### src/rtl/trace_grid_recorder_pkg.sv
// Purpose: shared state type, grid constants and default geometry for the trace grid recorder.
// Latency: n/a, declarations only.
// Backpressure: n/a.
//
// Contents: trace_state_e (IDLE/TRACING/DONE), 4x4 grid constants, cursor widths,
// default trace-area geometry and the cell index packing helper.
package trace_pkg;

  // Grid geometry: fixed 4x4 grid, 16 cells, 4-bit cell index.
  localparam int GRID_DIM   = 4;
  localparam int NUM_CELLS  = GRID_DIM * GRID_DIM;
  localparam int CELL_IDX_W = 4;

  // Visit order: one nibble per registered cell; the length runs 0..16.
  localparam int SEQ_W      = NUM_CELLS * CELL_IDX_W;
  localparam int SEQ_LEN_W  = 5;

  // Cursor coordinate widths.
  localparam int ROW_W      = 9;
  localparam int COL_W      = 10;

  // Default trace-area geometry and timing, in pixels and frames.
  localparam int DEF_TRACE_ROW0     = 40;
  localparam int DEF_TRACE_COL0     = 120;
  localparam int DEF_CELL_SIZE      = 100;
  localparam int DEF_DWELL_FRAMES   = 4;
  localparam int DEF_TIMEOUT_FRAMES = 180;

  typedef enum logic [1:0] {
    IDLE    = 2'd0,
    TRACING = 2'd1,
    DONE    = 2'd2
  } trace_state_e;

  // Cell index is row-major: row_cell*4 + col_cell.
  function automatic logic [CELL_IDX_W-1:0] cell_index(input logic [1:0] row_cell,
                                                       input logic [1:0] col_cell);
    return {row_cell, col_cell};
  endfunction

endpackage

### src/rtl/trace_grid_recorder_if.sv
// Purpose: groups the cursor/control inputs and the trace result outputs of the recorder.
// Latency: n/a, wiring only.
// Backpressure: none; all signals are level or single-cycle pulses.
//
// Signals: frame_tick, cursor_row[8:0], cursor_col[9:0], start, clear   (towards recorder)
//          trace_mask[15:0], seq_out[63:0], seq_len[4:0], busy, done, timed_out (from recorder)
// Modports: master = cursor front end side, slave = recorder side.
interface trace_grid_recorder_if;
  import trace_pkg::*;

  logic                  frame_tick;
  logic [ROW_W-1:0]      cursor_row;
  logic [COL_W-1:0]      cursor_col;
  logic                  start;
  logic                  clear;

  logic [NUM_CELLS-1:0]  trace_mask;
  logic [SEQ_W-1:0]      seq_out;
  logic [SEQ_LEN_W-1:0]  seq_len;
  logic                  busy;
  logic                  done;
  logic                  timed_out;

  modport master (
    output frame_tick, cursor_row, cursor_col, start, clear,
    input  trace_mask, seq_out, seq_len, busy, done, timed_out
  );

  modport slave (
    input  frame_tick, cursor_row, cursor_col, start, clear,
    output trace_mask, seq_out, seq_len, busy, done, timed_out
  );

endinterface

### src/rtl/trace_grid_recorder_cell_locator.sv
// Purpose: maps a cursor pixel position onto a 4x4 grid cell index.
// Latency: combinational, zero cycles.
// Backpressure: none.
//
// Ports: i_cursor_row[8:0], i_cursor_col[9:0] -> o_cell_idx[3:0], o_cell_valid.
// Parameters: TRACE_ROW0, TRACE_COL0, CELL_SIZE (grid origin and cell edge in pixels).
module trace_cell_locator
  import trace_pkg::*;
#(
  parameter int TRACE_ROW0 = DEF_TRACE_ROW0,
  parameter int TRACE_COL0 = DEF_TRACE_COL0,
  parameter int CELL_SIZE  = DEF_CELL_SIZE
) (
  input  logic [ROW_W-1:0]      i_cursor_row,
  input  logic [COL_W-1:0]      i_cursor_col,
  output logic [CELL_IDX_W-1:0] o_cell_idx,
  output logic                  o_cell_valid
);

  // Wide enough for both cursor axes and the far edge of the trace area.
  localparam int CMP_W = 12;

  // Cell boundaries along each axis; the cell is found by comparing against
  // these constants instead of dividing.
  localparam logic [CMP_W-1:0] ROW_B0  = CMP_W'(TRACE_ROW0);
  localparam logic [CMP_W-1:0] ROW_B1  = CMP_W'(TRACE_ROW0 + CELL_SIZE);
  localparam logic [CMP_W-1:0] ROW_B2  = CMP_W'(TRACE_ROW0 + 2 * CELL_SIZE);
  localparam logic [CMP_W-1:0] ROW_B3  = CMP_W'(TRACE_ROW0 + 3 * CELL_SIZE);
  localparam logic [CMP_W-1:0] ROW_END = CMP_W'(TRACE_ROW0 + GRID_DIM * CELL_SIZE);

  localparam logic [CMP_W-1:0] COL_B0  = CMP_W'(TRACE_COL0);
  localparam logic [CMP_W-1:0] COL_B1  = CMP_W'(TRACE_COL0 + CELL_SIZE);
  localparam logic [CMP_W-1:0] COL_B2  = CMP_W'(TRACE_COL0 + 2 * CELL_SIZE);
  localparam logic [CMP_W-1:0] COL_B3  = CMP_W'(TRACE_COL0 + 3 * CELL_SIZE);
  localparam logic [CMP_W-1:0] COL_END = CMP_W'(TRACE_COL0 + GRID_DIM * CELL_SIZE);

  logic [CMP_W-1:0] w_row;
  logic [CMP_W-1:0] w_col;
  logic [1:0]       w_row_cell;
  logic [1:0]       w_col_cell;
  logic             w_row_in;
  logic             w_col_in;

  assign w_row = CMP_W'(i_cursor_row);
  assign w_col = CMP_W'(i_cursor_col);

  // Highest boundary passed wins. Positions before the first boundary fall
  // through to 0 but are flagged invalid below.
  always_comb begin
    w_row_cell = 2'd0;
    if (w_row >= ROW_B3) begin
      w_row_cell = 2'd3;
    end else if (w_row >= ROW_B2) begin
      w_row_cell = 2'd2;
    end else if (w_row >= ROW_B1) begin
      w_row_cell = 2'd1;
    end
  end

  always_comb begin
    w_col_cell = 2'd0;
    if (w_col >= COL_B3) begin
      w_col_cell = 2'd3;
    end else if (w_col >= COL_B2) begin
      w_col_cell = 2'd2;
    end else if (w_col >= COL_B1) begin
      w_col_cell = 2'd1;
    end
  end

  assign w_row_in     = (w_row >= ROW_B0) && (w_row < ROW_END);
  assign w_col_in     = (w_col >= COL_B0) && (w_col < COL_END);
  assign o_cell_valid = w_row_in && w_col_in;
  assign o_cell_idx   = cell_index(w_row_cell, w_col_cell);

endmodule

### src/rtl/trace_grid_recorder.sv
// Purpose: records which 4x4 grid cells the wand cursor dwelt in, and the order they were first visited.
// Latency: a registration on a frame_tick is visible on the outputs the next cycle; busy/done follow the same cycle.
// Backpressure: none; inputs are sampled only on frame_tick and never stalled.
//
// Ports: clk, reset (synchronous, active high), bus (trace_grid_recorder_if.slave):
//   in : frame_tick, cursor_row[8:0], cursor_col[9:0], start, clear
//   out: trace_mask[15:0] (feeds vga_controller.ir_in), seq_out[63:0], seq_len[4:0],
//        busy, done, timed_out
// Build option: define TRACE_SEQ_EN to store the visit order in seq_out; without it
//   seq_out reads 0 and no sequence storage exists. Everything else is identical.
module trace_grid_recorder
  import trace_pkg::*;
#(
  parameter int TRACE_ROW0     = DEF_TRACE_ROW0,
  parameter int TRACE_COL0     = DEF_TRACE_COL0,
  parameter int CELL_SIZE      = DEF_CELL_SIZE,
  parameter int DWELL_FRAMES   = DEF_DWELL_FRAMES,
  parameter int TIMEOUT_FRAMES = DEF_TIMEOUT_FRAMES
) (
  input  logic                  clk,
  input  logic                  reset,
  trace_grid_recorder_if.slave  bus
);

  localparam int DWELL_W = $clog2(DWELL_FRAMES + 1);
  localparam int TO_W    = $clog2(TIMEOUT_FRAMES + 1);

  localparam logic [DWELL_W-1:0]   DWELL_MAX   = DWELL_W'(DWELL_FRAMES);
  localparam logic [TO_W-1:0]      TIMEOUT_MAX = TO_W'(TIMEOUT_FRAMES);
  localparam logic [SEQ_LEN_W-1:0] SEQ_FULL    = SEQ_LEN_W'(NUM_CELLS);

  // Current cursor cell.
  logic [CELL_IDX_W-1:0] w_cell_idx;
  logic                  w_cell_vld;

  // Architectural state and its next values.
  trace_state_e          r_state,     w_state_nxt;
  logic [NUM_CELLS-1:0]  r_mask,      w_mask_nxt;
  logic [SEQ_LEN_W-1:0]  r_seq_len,   w_seq_len_nxt;
  logic                  r_timed_out, w_timed_out_nxt;
  logic                  r_busy;
  logic                  r_done;

  // Dwell tracking: the cell seen on the previous tracing tick and how long
  // the cursor has stayed there.
  logic [DWELL_W-1:0]    r_dwell,     w_dwell_nxt;
  logic [CELL_IDX_W-1:0] r_prev_idx,  w_prev_idx_nxt;
  logic                  r_prev_vld,  w_prev_vld_nxt;

  // Frames since the last registration.
  logic [TO_W-1:0]       r_timeout,   w_timeout_nxt;

  // Per-tick candidate values, only committed on a tracing tick.
  logic                  w_tick;
  logic                  w_wipe;
  logic                  w_same;
  logic                  w_reg;
  logic [DWELL_W-1:0]    w_dwell_upd;
  logic [SEQ_LEN_W-1:0]  w_seq_len_upd;
  logic [TO_W-1:0]       w_timeout_upd;

  trace_cell_locator #(
    .TRACE_ROW0 (TRACE_ROW0),
    .TRACE_COL0 (TRACE_COL0),
    .CELL_SIZE  (CELL_SIZE)
  ) u_locator (
    .i_cursor_row (bus.cursor_row),
    .i_cursor_col (bus.cursor_col),
    .o_cell_idx   (w_cell_idx),
    .o_cell_valid (w_cell_vld)
  );

  // A frame tick sharing a cycle with start or clear is dropped, so a new
  // trace always begins its dwell count on the following tick.
  assign w_tick = bus.frame_tick && !bus.start && !bus.clear;

  // Clear always wipes; start wipes only when not already tracing.
  assign w_wipe = bus.clear || (bus.start && (r_state != TRACING));

  // Dwell, registration and timeout candidates for the current tick.
  always_comb begin
    w_same        = w_cell_vld && r_prev_vld && (w_cell_idx == r_prev_idx);
    w_dwell_upd   = '0;
    if (w_same) begin
      w_dwell_upd = (r_dwell == DWELL_MAX) ? DWELL_MAX : r_dwell + DWELL_W'(1);
    end else if (w_cell_vld) begin
      w_dwell_upd = DWELL_W'(1);
    end

    // A cell already in the mask never registers a second time.
    w_reg         = w_cell_vld && (w_dwell_upd == DWELL_MAX) && !r_mask[w_cell_idx];
    w_seq_len_upd = r_seq_len + SEQ_LEN_W'(w_reg);

    // The timeout only runs once the first cell is in, and saturates.
    w_timeout_upd = r_timeout;
    if (w_reg) begin
      w_timeout_upd = '0;
    end else if ((r_seq_len != '0) && (r_timeout != TIMEOUT_MAX)) begin
      w_timeout_upd = r_timeout + TO_W'(1);
    end
  end

  // Next-state and datapath update.
  always_comb begin
    w_state_nxt     = r_state;
    w_mask_nxt      = r_mask;
    w_seq_len_nxt   = r_seq_len;
    w_timed_out_nxt = r_timed_out;
    w_dwell_nxt     = r_dwell;
    w_prev_idx_nxt  = r_prev_idx;
    w_prev_vld_nxt  = r_prev_vld;
    w_timeout_nxt   = r_timeout;

    if (w_wipe) begin
      w_state_nxt     = bus.clear ? IDLE : TRACING;
      w_mask_nxt      = '0;
      w_seq_len_nxt   = '0;
      w_timed_out_nxt = 1'b0;
      w_dwell_nxt     = '0;
      w_prev_idx_nxt  = '0;
      w_prev_vld_nxt  = 1'b0;
      w_timeout_nxt   = '0;
    end else begin
      case (r_state)
        TRACING: begin
          if (w_tick) begin
            w_dwell_nxt    = w_dwell_upd;
            w_prev_idx_nxt = w_cell_idx;
            w_prev_vld_nxt = w_cell_vld;
            w_timeout_nxt  = w_timeout_upd;
            if (w_reg) begin
              w_mask_nxt    = r_mask | (NUM_CELLS'(1) << w_cell_idx);
              w_seq_len_nxt = w_seq_len_upd;
            end
            // A full grid ends the trace normally, even on the same tick the
            // timeout would otherwise expire.
            if (w_seq_len_upd == SEQ_FULL) begin
              w_state_nxt     = DONE;
              w_timed_out_nxt = 1'b0;
            end else if (w_timeout_upd == TIMEOUT_MAX) begin
              w_state_nxt     = DONE;
              w_timed_out_nxt = 1'b1;
            end
          end
        end
        default: begin
          // IDLE and DONE only leave on start/clear, handled above.
        end
      endcase
    end
  end

  always_ff @(posedge clk) begin
    if (reset) begin
      r_state     <= IDLE;
      r_mask      <= '0;
      r_seq_len   <= '0;
      r_timed_out <= 1'b0;
      r_busy      <= 1'b0;
      r_done      <= 1'b0;
      r_dwell     <= '0;
      r_prev_idx  <= '0;
      r_prev_vld  <= 1'b0;
      r_timeout   <= '0;
    end else begin
      r_state     <= w_state_nxt;
      r_mask      <= w_mask_nxt;
      r_seq_len   <= w_seq_len_nxt;
      r_timed_out <= w_timed_out_nxt;
      r_busy      <= (w_state_nxt == TRACING);
      r_done      <= (w_state_nxt == DONE);
      r_dwell     <= w_dwell_nxt;
      r_prev_idx  <= w_prev_idx_nxt;
      r_prev_vld  <= w_prev_vld_nxt;
      r_timeout   <= w_timeout_nxt;
    end
  end

`ifdef TRACE_SEQ_EN
  logic [SEQ_W-1:0] r_seq;
  logic [SEQ_W-1:0] w_seq_nxt;

  // The registering cell goes into the nibble addressed by the count of
  // cells registered so far; seq_len is at most 15 while still tracing.
  always_comb begin
    w_seq_nxt = r_seq;
    if (w_wipe) begin
      w_seq_nxt = '0;
    end else if ((r_state == TRACING) && w_tick && w_reg) begin
      w_seq_nxt[{r_seq_len[3:0], 2'b00} +: CELL_IDX_W] = w_cell_idx;
    end
  end

  always_ff @(posedge clk) begin
    if (reset) begin
      r_seq <= '0;
    end else begin
      r_seq <= w_seq_nxt;
    end
  end

  assign bus.seq_out = r_seq;
`else
  assign bus.seq_out = '0;
`endif

  assign bus.trace_mask = r_mask;
  assign bus.seq_len    = r_seq_len;
  assign bus.busy       = r_busy;
  assign bus.done       = r_done;
  assign bus.timed_out  = r_timed_out;

endmodule

### src/flat_wrapper.sv
// flat-port wrapper written by rule: the top's interface ports become plain ports
module trace_grid_recorder_flat import trace_pkg::*;
#(
  parameter int TRACE_ROW0     = DEF_TRACE_ROW0,
  parameter int TRACE_COL0     = DEF_TRACE_COL0,
  parameter int CELL_SIZE      = DEF_CELL_SIZE,
  parameter int DWELL_FRAMES   = DEF_DWELL_FRAMES,
  parameter int TIMEOUT_FRAMES = DEF_TIMEOUT_FRAMES
)
  (clk, reset, bus_frame_tick, bus_cursor_row, bus_cursor_col, bus_start, bus_clear, bus_trace_mask, bus_seq_out, bus_seq_len, bus_busy, bus_done, bus_timed_out);
  trace_grid_recorder_if bus_i ();
  input  logic clk;
  input  logic reset;
  input wire logic [$bits(bus_i.frame_tick)-1:0] bus_frame_tick;
  input wire logic [$bits(bus_i.cursor_row)-1:0] bus_cursor_row;
  input wire logic [$bits(bus_i.cursor_col)-1:0] bus_cursor_col;
  input wire logic [$bits(bus_i.start)-1:0] bus_start;
  input wire logic [$bits(bus_i.clear)-1:0] bus_clear;
  output wire logic [$bits(bus_i.trace_mask)-1:0] bus_trace_mask;
  output wire logic [$bits(bus_i.seq_out)-1:0] bus_seq_out;
  output wire logic [$bits(bus_i.seq_len)-1:0] bus_seq_len;
  output wire logic [$bits(bus_i.busy)-1:0] bus_busy;
  output wire logic [$bits(bus_i.done)-1:0] bus_done;
  output wire logic [$bits(bus_i.timed_out)-1:0] bus_timed_out;
  assign bus_i.frame_tick = bus_frame_tick;
  assign bus_i.cursor_row = bus_cursor_row;
  assign bus_i.cursor_col = bus_cursor_col;
  assign bus_i.start = bus_start;
  assign bus_i.clear = bus_clear;
  assign bus_trace_mask = bus_i.trace_mask;
  assign bus_seq_out = bus_i.seq_out;
  assign bus_seq_len = bus_i.seq_len;
  assign bus_busy = bus_i.busy;
  assign bus_done = bus_i.done;
  assign bus_timed_out = bus_i.timed_out;
  trace_grid_recorder #(.TRACE_ROW0(TRACE_ROW0), .TRACE_COL0(TRACE_COL0), .CELL_SIZE(CELL_SIZE), .DWELL_FRAMES(DWELL_FRAMES), .TIMEOUT_FRAMES(TIMEOUT_FRAMES)) u_core (.clk(clk), .reset(reset), .bus(bus_i));
endmodule
### config.mk
export PLATFORM = sky130hd
export DESIGN_NAME = trace_grid_recorder_flat
export DESIGN_NICKNAME = d
export VERILOG_FILES = /design/src/rtl/trace_grid_recorder_pkg.sv /design/src/rtl/trace_grid_recorder_if.sv /design/src/rtl/trace_grid_recorder_cell_locator.sv /design/src/rtl/trace_grid_recorder.sv /design/src/flat_wrapper.sv
export SDC_FILE = /design/constraint.sdc
export NUM_CORES = 1
export LEC_CHECK = 0
export CORE_UTILIZATION = 45
export CTS_CLUSTER_DIAMETER = 40
export DETAILED_ROUTE_END_ITERATION = 6
export GPL_TIMING_DRIVEN = 0
export PLACE_DENSITY = 0.82
export SLEW_MARGIN = 20
export SYNTH_ARGS = -nofsm -noshare
export SYNTH_HDL_FRONTEND = slang
export SYNTH_SLANG_ARGS = --single-unit
### constraint.sdc
create_clock -name clk -period 4.5 [get_ports clk]
set_input_delay 0.675 -clock clk [delete_from_list [all_inputs] [get_ports clk]]
set_output_delay 0.675 -clock clk [all_outputs]
set_load 0.005 [all_outputs]
==> parameters.txt <==
Parameter                              Value

Worst setup path
  Critical path fanouts, max    10
  Data required, critical path    4.70 ns
  Crit path launch type    input pin
  Setup crit end kind    flop
  Data arrival time of the worst path    4.53 ns
  Worst Path Class, Setup    in2reg

Die
  Full die area    0.00676 mm²
  Num rows    28
  Initial Util    47.8%
  Die Wd    82.2 µm
  Core area    0.00606 mm²
  Ports    112
  Overall die height    82.2 µm

Routing
  First-pass iteration count of the detailed router    4
  Post-route DRC violation count    0
  Wire length per cell after detailed routing    12.4 µm
  Post-DRT Antenna Nets    0
  Via count of the routed design    2758
  Starting DRC count in detailed routing    181
  Avg Vias per Cell    5.01
  Routed WL    6.84 mm

Synthesis
  Compound-Gate Fraction of Synth Area    21.5%
  Post-Synth Adder-Cell Area    2.59%
  Post-Synthesis Cells    360
  Multiplexer fraction of the synthesized cell area    1.08%
  Part of the Yosys area used for sequential elements    29.0%
  Synth top area cells    sky130_fd_sc_hd__dfxtp_1, sky130_fd_sc_hd__buf_4, sky130_fd_sc_hd__nor2_1, sky130_fd_sc_hd__nand2_1, sky130_fd_sc_hd__nor3_1
  Synth warnings    0
  Dominant combinational cell family by area after synthesis    simple AND/OR/NAND/NOR gates
  Top cell type by total area after synthesis    sky130_fd_sc_hd__dfxtp_1
  Count of unique library cells instantiated by Yosys    56
  Synthesized area per cell    8.05 µm²
  Post-synthesis register bit count    42
  Post-Synthesis Cell Area    0.00290 mm²
  Synth top area share    29.0%
  Post-synthesis async set-or-reset flop share    0%
  Xor-xnor portion of the synthesized cell area    3.32%
  Simple-gate share of the synthesized area    22.7%
  EDFF count, synth    0
  Synth Flop Type    sky130_fd_sc_hd__dfxtp_1

Cells and area
  Synth-to-layout area growth    31.7%
  Antenna diodes    0
  Final layout net count    504
  Share of post-route cells with drive strength above 1    19.4%
  Layout filler cell count    519

Global routing
  Maximum number of pins on one net before global-route repair    14
  Antenna violations before repair    0
  Total global routing overflow    0
  Via count of the first global-routing pass    2364
  GRT Overall Usage    20.9%
  Wire length of the first global-routing pass    10.8 mm

STA
  Headroom to the max-slew limit    34.9%
  Actual slew at the worst max-slew pin    0.964 ns
  Fin crit share    96.3%
  Final-report hold violation count    0
  Skew final    0.00633 ns
  Post-route setup TNS    0 ns
  Worst Setup Slack, final    0.164 ns
  Final number of max-transition violations    0
  Final number of setup-violating endpoints    0
  Maximum clock rate    231 MHz
  Final period demand of the worst path    4.34 ns

Pwr
  IR Drop Worst-Case VDD    0.238 mV
  Overall power    815 µW
  Power per cell area    214 mW/mm²
  Leakage power total    1.59 nW

Clocking
  Clock-pin slew of the registers on the worst-case setup and hold paths    0.08 ns
  Clock Tree Buf Depth    2
  Level count of the clock H-tree    2
  Hold-fix buffers at CTS    0
  Clock Sink Count    42
  TritonCTS buffer count    5
  Clock root buffer    sky130_fd_sc_hd__clkbuf_8
  CTS tree    built
  Insertion delay of the later-clocked pin in the worst-skew pair    0.30 ns

Placed design
  DPL Wire Length    5.12 mm
  Number of buffers inserted by port buffering    41
  Setup slack at placement    -0.779 ns
  Last weighted congestion value of the routability-driven placer    0.884

Hold path
  Min-Delay Path Class    reg2reg

Run
  Max-cap violations    0

Outcome
  Outcome    finished, final reports clean
## state kept, by name (all words and copies together) (netlist names)
register and flops:
u_core.r_prev_vld 1, u_core.bus.seq_len 5, u_core.bus.timed_out 1, u_core.r_timeout 8, u_core.bus.busy 1, u_core.r_dwell 3
u_core.bus.done 1, u_core.r_state 2, u_core.r_prev_idx 4, u_core.bus.trace_mask 16
## final timing paths
kind / startpoint / to / slack (ns) / cells after the start
max: bus_cursor_row[4] / u_core.bus.busy / 0.16 / 15
min: u_core.r_prev_idx[2] / u_core.r_prev_idx[2] / 0.48 / 2
max reg2reg: u_core.r_dwell[0] / u_core.bus.busy / 1.15 / 14
min reg2reg: u_core.r_prev_idx[2] / u_core.r_prev_idx[2] / 0.48 / 2
## repair_timing
action / 4_1_cts / 5_1_grt
buffers inserted: 1 / 2
gates resized for setup: 9 / 6
pin swaps: 3 / 3
setup endpoints to repair: 6 / 5
## placed cells by master, fill, tap and decap left out, drive strengths merged, types with 3 or more instances in the layout
cell type,count
nand2b,3
o31ai,4
and3,3
dlygate4sd2,4
nor4,5
nand3,9
a22o,9
inv,7
nand2,28
a31oi,7
and2,6
a21oi,18
nor3,18
ha,6
o21ai,8
clkbuf,16
conb,64
dfxtp,42
o211ai,4
buf,70
or4,9
nor2,30
a32o,6
a22oi,6
clkdlybuf4s50,37
xnor2,4
nor2b,4
a211oi,5
xor2,7
o21a,3
## worst max-delay path: stages
cell	delay (ns)
sky130_fd_sc_hd__clkdlybuf4s50_1	0.49
sky130_fd_sc_hd__a2111o_1	0.48
sky130_fd_sc_hd__nand3_4	0.14
sky130_fd_sc_hd__and2_2	0.21
sky130_fd_sc_hd__xnor2_1	0.08
sky130_fd_sc_hd__or4_4	0.55
sky130_fd_sc_hd__or4_4	0.56
sky130_fd_sc_hd__buf_6	0.16
sky130_fd_sc_hd__inv_1	0.06
sky130_fd_sc_hd__ha_1	0.16
sky130_fd_sc_hd__and2_1	0.17
sky130_fd_sc_hd__o21ai_0	0.09
sky130_fd_sc_hd__a31oi_1	0.28
sky130_fd_sc_hd__nor4_4	0.08
sky130_fd_sc_hd__o41ai_1	0.33
## cells in the mapped netlist, drive strengths merged, types with 2 or more instances
master  count
a2111o      2
a211oi      5
a21o        2
a21oi      18
a22o        9
a22oi       6
a31oi       7
a32o        6
and2        6
and3        3
buf        67
clkbuf     11
dfxtp      42
ha          6
inv         7
mux2i       2
nand2      28
nand2b      3
nand3       9
nand3b      2
nand4       2
nor2       30
nor2b       4
nor3       18
nor4        5
nor4b       2
o211ai      4
o21a        3
o21ai       8
o31a        2
o31ai       4
or4         9
xnor2       4
xor2        7
## per-layer routing
| layer | share of wire (%) | vias to the layer above | GRT usage, % |
|---|---|---|---|
| met4 | 1.3 | 0 | 6.67 |
| met1 | 43 | 1237 | 26.3 |
| met5 | 0 | - | 0 |
| met2 | 49 | 106 | 36.4 |
| li1 | - | 1406 | - |
| met3 | 6.3 | 9 | 3.30 |
## final cells by class
cell class                 count  area [µm²]  share of cell area, %
clock buffer                   5        68.8                   1.80
timing repair buffer          44         428                   11.2
sequential                    42         841                   22.0
inverter                       7        26.3                  0.688
tap                           75        93.8                   2.46
multi-input combinational    296        1780                   46.5
clock inverter                 3        40.0                   1.05
buffer                        78         544                   14.3
## logic make-up after synthesis
logic type      after synthesis
compound gates               85
xor+xnor                     11
fa+ha+maj                     6
buf+inv                      85
flops                        42
mux                           3
other cells                   1
simple gates                127
## where the power goes
part           switching (mW)  total [mW]  leakage, nW  internal, mW
Combinational          0.0687       0.136         1.20        0.0676
Clock                   0.142       0.306       0.0579         0.164
Sequential           0.000555       0.373        0.338         0.372
Total                   0.212       0.815         1.59         0.604
## through the flow
stage | hold slack, ns | cell area (µm²) | utilization [%] | std cells
after floorplan | 0.449 | 3130 | - | 423
after global placement | 0.452 | 3640 | 60.0 | 539
after detailed placement | 0.464 | 3640 | 60.0 | 539
after CTS | 0.476 | 3780 | 62.4 | 548
after global routing | 0.508 | 3820 | 63.0 | 550
final | 0.476 | 3820 | 63.0 | 550
No activity file was read; power rests on OpenSTA's default activity.
